===== config.mk =====
export PLATFORM = sky130hd
export DESIGN_NAME = counter_mod
export DESIGN_NICKNAME = d
export VERILOG_FILES = /design/src/rtl/counter_mod.sv
export SDC_FILE = /design/constraint.sdc
export NUM_CORES = 1
export LEC_CHECK = 0
export CAP_MARGIN = 20
export CELL_PAD_IN_SITES_DETAIL_PLACEMENT = 2
export CELL_PAD_IN_SITES_GLOBAL_PLACEMENT = 2
export CORE_AREA = 3 3 40 42
export DETAILED_ROUTE_END_ITERATION = 10
export DIE_AREA = 0 0 43 45
export PLACE_DENSITY = 0.58
export SETUP_SLACK_MARGIN = 0.2
export SLEW_MARGIN = 15
export SYNTH_ARGS = -nofsm -noshare
export SYNTH_HDL_FRONTEND = slang
export SYNTH_SLANG_ARGS = --single-unit

===== constraint.sdc =====
create_clock -name clk -period 2.8 [get_ports clk]
set_clock_uncertainty 0.15 [all_clocks]
set_input_delay 0.56 -clock clk [delete_from_list [all_inputs] [get_ports clk]]
set_output_delay 0.56 -clock clk [all_outputs]
set_load 0.005 [all_outputs]

===== src/rtl/counter_mod.sv =====
// counter_mod
//   Free-running up-counter used as a timebase / sequence generator.
//   Counts 0,1,...,MAX_COUNT,0,... (period MAX_COUNT+1) once reset is low.
//
// Parameters
//   WIDTH      bit width of the count (1..32)
//   MAX_COUNT  last value before wrap (0 < MAX_COUNT <= 2^WIDTH-1)
//
// Ports
//   clk           in   rising-edge clock
//   reset         in   asynchronous, active-high reset
//   counter       out  [WIDTH-1:0] registered count value
//   tc            out  terminal count, combinational, high while counter == MAX_COUNT
//   wrap          out  registered one-cycle pulse after counter wrapped MAX_COUNT -> 0
//   counter_gray  out  [WIDTH-1:0] registered Gray encoding of counter
//                      (present only when COUNTER_GRAY_OUT_EN is defined)
//
// Optional feature macro: COUNTER_GRAY_OUT_EN

module counter_mod #(
  parameter int unsigned     WIDTH     = 4,
  parameter longint unsigned MAX_COUNT = 15
) (
  input  logic             clk,
  input  logic             reset,
  output logic [WIDTH-1:0] counter,
  output logic             tc,
  output logic             wrap
`ifdef COUNTER_GRAY_OUT_EN
  ,
  output logic [WIDTH-1:0] counter_gray
`endif
);

  localparam longint unsigned LIMIT = (64'd1 << WIDTH) - 64'd1;

  // Illegal parameter combinations stop elaboration with a message.
  generate
    if ((WIDTH < 1) || (WIDTH > 32) || (MAX_COUNT == 0) || (MAX_COUNT > LIMIT)) begin : g_bad_params
      $error("counter_mod: illegal parameters WIDTH=%0d MAX_COUNT=%0d", WIDTH, MAX_COUNT);
    end
  endgenerate

  localparam logic [WIDTH-1:0] MAX_W = WIDTH'(MAX_COUNT);

  logic [WIDTH-1:0] count_q, count_d;
  logic             wrap_q, wrap_d;
  logic             at_max;

  // The explicit compare is kept even when MAX_COUNT is the natural
  // rollover value, so both cases share one datapath.
  always_comb begin
    at_max  = (count_q == MAX_W);
    count_d = at_max ? '0 : count_q + WIDTH'(1);
    wrap_d  = at_max;
  end

  always_ff @(posedge clk or posedge reset) begin
    if (reset) begin
      count_q <= '0;
      wrap_q  <= 1'b0;
    end else begin
      count_q <= count_d;
      wrap_q  <= wrap_d;
    end
  end

  assign counter = count_q;
  assign tc      = at_max;
  assign wrap    = wrap_q;

`ifdef COUNTER_GRAY_OUT_EN
  logic [WIDTH-1:0] gray_q;

  // Encoded from the next count so the Gray value lands on the same edge.
  always_ff @(posedge clk or posedge reset) begin
    if (reset) begin
      gray_q <= '0;
    end else begin
      gray_q <= count_d ^ (count_d >> 1);
    end
  end

  assign counter_gray = gray_q;
`endif

endmodule


## Word level (Yosys, flattened, before mapping)

Cells that the tools add are included.

- Word-level logic and storage cells: 5
- Flip-flop bits (word level): 5
- Bits of input ports: 2

- Eq/ne operators: 1
- $add $sub $neg: 1
- Muxes and demuxes: 1

Operators by type and width:

| kind | number |
|---|---|
| $add 4x1->4 const B | 1 |
| $eq 4x4->1 const B | 1 |
| $mux 4 | 1 |

## Logic depth before layout (Yosys ltp)

- Depth after elaboration: 2
- Depth in mapped cells: 3
- Mapped depth without buffers: 3

## Worst setup path before layout

OpenSTA, ideal clock, no wires.

- Path kind: register -> output
- Start: register count_q[0] (netlist: counter[0])
- End: output port tc
- Arrival time: 0.869 ns
- Data required time: 2.090 ns
- Buffers on the path: 0
- Slack: 1.221 ns
- Stages on the path, launching flop included: 3
- Cell sequence: dfrtp_1 > ha_1 > and3_2

- Word-level cells in the longest chain between the ends: 1

Ends and longest elaborated chain:

| what | line | source |
|---|---|---|
| from (decl) | 46 | `logic [WIDTH-1:0] count_q, count_d;` |
| from (signal assigned) | 63 | `count_q <= count_d;` |
| $eq 4x4->1 | 53 | `at_max = (count_q == MAX_W);` |
| to (decl) | 27 | `output logic tc,` |

No other way between the ends.

## Worst setup path after layout

Ends and elaborated chain as after synthesis.

==> impl_metrics.json <==
{
  "status": "completed",
  "antenna_found_initial": 0,
  "cts_tree": "yes",
  "die_area_um2": 1940,
  "maxCapViolCount": 0,
  "period_needed_ps": 2340,
  "grt_max_degree": 6,
  "port-buffer-count": 7,
  "tightest_slew_ps": 191,
  "start_kind": "register",
  "finalSetupViolCount": 0,
  "p_leak_nw": 0.150,
  "async_flop_share_pct": 100,
  "postRouteAntennaNets": 0,
  "synth-edff-count": 0,
  "max_freq_mhz": 428,
  "chipWidth_um": 43,
  "cts_resized": 0,
  "finalHoldViolations": 0,
  "route.detailed.drc": 0,
  "worstPathArrival_ps": 1630,
  "start_util_pct": 14.1,
  "synth_top_area_share_pct": 69.0,
  "hold_slack_ps": 368,
  "synth_area_leader_cell": "dfrtp_1",
  "die_h_um": 45,
  "path_class": "register to output port",
  "path_max_fanout": 5,
  "syn_nets": 16,
  "htree_levels": 1,
  "hold_buffers": 0,
  "synth-seq-cells": 5,
  "rr_worst_depth": 3,
  "grt_usage_pct": 6.45,
  "cp-end-kind": "output port",
  "netlist_instances": 13,
  "place_congestion": 0.612,
  "fin_nets": 28,
  "path_clk_slew_ps": 40,
  "clk_latency_ps": 250,
  "grt_pass1_wl_um": 807,
  "place_ws_ps": 712,
  "syn-mean-instance-area_um2": 14.0,
  "ios": 8,
  "coreArea_um2": 1280,
  "yosysMostFrequentCell": "dfrtp_1",
  "rsz0062_at_grt": "false",
  "vias": 155,
  "r2r_start": "counter[0]",
  "worst_slack_ps": 462,
  "n_antenna_cell": 0,
  "synth-seq-area-share_pct": 69.0,
  "powerDensity_nw_per_um2": 540,
  "clk_path_buf_depth": 2,
  "synth_top_flop_cell": "dfrtp_1",
  "cts_made_buffers": 3,
  "first_pass_iters": 2,
  "post-route-period-util_pct": 83.5,
  "post_cts_buffers": 0,
  "r2r_slack_ps": 1560,
  "grt-ovfl-total": 0,
  "final_max_slew_viol_count": 0,
  "drive_gt1_share_pct": 16.7,
  "grt_pass1_vias": 173,
  "startpoint": "counter[0]",
  "required_ps": 2090,
  "reg2reg_to": "counter[3]",
  "setup.worst_path.end": "tc",
  "cts.sinks": 5,
  "yosysUniqueCellTypes": 8,
  "rows": 13,
  "wire_per_inst_um": 12.1,
  "via_per_inst": 3.97,
  "worstHoldPathType": "input port to asynchronous set/reset pin",
  "slew_headroom_pct": 87.3,
  "area_delta_synth_final_pct": 63.4,
  "initialDrtViolationCount": 2,
  "ys_top_cells_by_area": "dfrtp_1 69%, a31oi_1 6.9%, ha_1 6.9%, xor2_1 4.8%, a21o_1 4.1%",
  "drt-total-wl_um": 472,
  "synthTopCellsByCount": "5 x dfrtp_1, 2 x a31oi_1",
  "peakVddDrop_v": 0.000176,
  "cts-root-buf": "clkbuf_4",
  "yosys_warnings": 0,
  "fin_tns_setup_ps": 0,
  "synth_area_um2": 181
}
==> metrics by stage <==
stage	cells	area (µm²)	utilization, %	total power [mW]
after global placement	35	270	21.0	0.0765
after floorplan	13	181	-	0.0747
after CTS	39	297	23.1	0.165
after global routing	39	297	23.1	0.173
after detailed placement	35	270	21.0	0.0765
final	39	297	23.1	0.160
==> critical path, cell delays in order, from the launching register on <==
cell             delay [ps]
dfrtp_1                 410
ha_1                    240
and3_2                  220
clkdlybuf4s50_1         500
==> power by group <==
part           leakage (nW)  switching (mW)  internal (mW)
Sequential           0.0658               0         0.0725
Combinational        0.0689         0.00148        0.00131
Clock                0.0150          0.0308         0.0540
==> logic make-up after synthesis <==
group,after synthesis,synth area share [%]
simple gates,2,6.21
flops,5,69.0
fa+ha+maj,1,6.90
xor+xnor,1,4.83
compound gates,3,11.0
buf+inv,1,2.07
==> state kept, by name (all words and copies together) (netlist names) <==
| register | cells |
|---|---|
| wrap | 1 |
| counter | 4 |
==> routing by layer <==
metal | vias up | GRT usage, % | share of wire [%]
met4 | 0 | 7.23 | 4.4
li1 | 67 | - | -
met1 | 74 | 6.13 | 46
met5 | - | 0 | 0
met3 | 4 | 5.18 | 11
met2 | 10 | 8.08 | 38
==> cell type report <==
class / count / area [µm²]
clock buffer: 4 / 26.3
fill: 145 / 988
inverter: 1 / 3.75
multi-input combinational: 7 / 52.6
sequential: 5 / 125
tap: 15 / 18.8
timing repair buffer: 7 / 70.1
==> cell usage in the layout, fill, tap and decap left out, drive strengths merged <==
cell	count
a21o	1
a31oi	2
and3	1
clkbuf	4
clkdlybuf4s50	7
dfrtp	5
ha	1
inv	1
nor2	1
xor2	1
==> how the worst min path moves through the flow <==
| stage | end | from | slack, ps |
|---|---|---|---|
| global placement | counter[3] | counter[3] | 350 |
| global route | wrap | reset | 400 |
| detailed placement | counter[0] | counter[0] | 370 |
| floorplan | counter[0] | reset | 190 |
| CTS | wrap | reset | 380 |
| finish | counter[0] | reset | 370 |
Note: power is estimated with default switching activity, not from simulation.
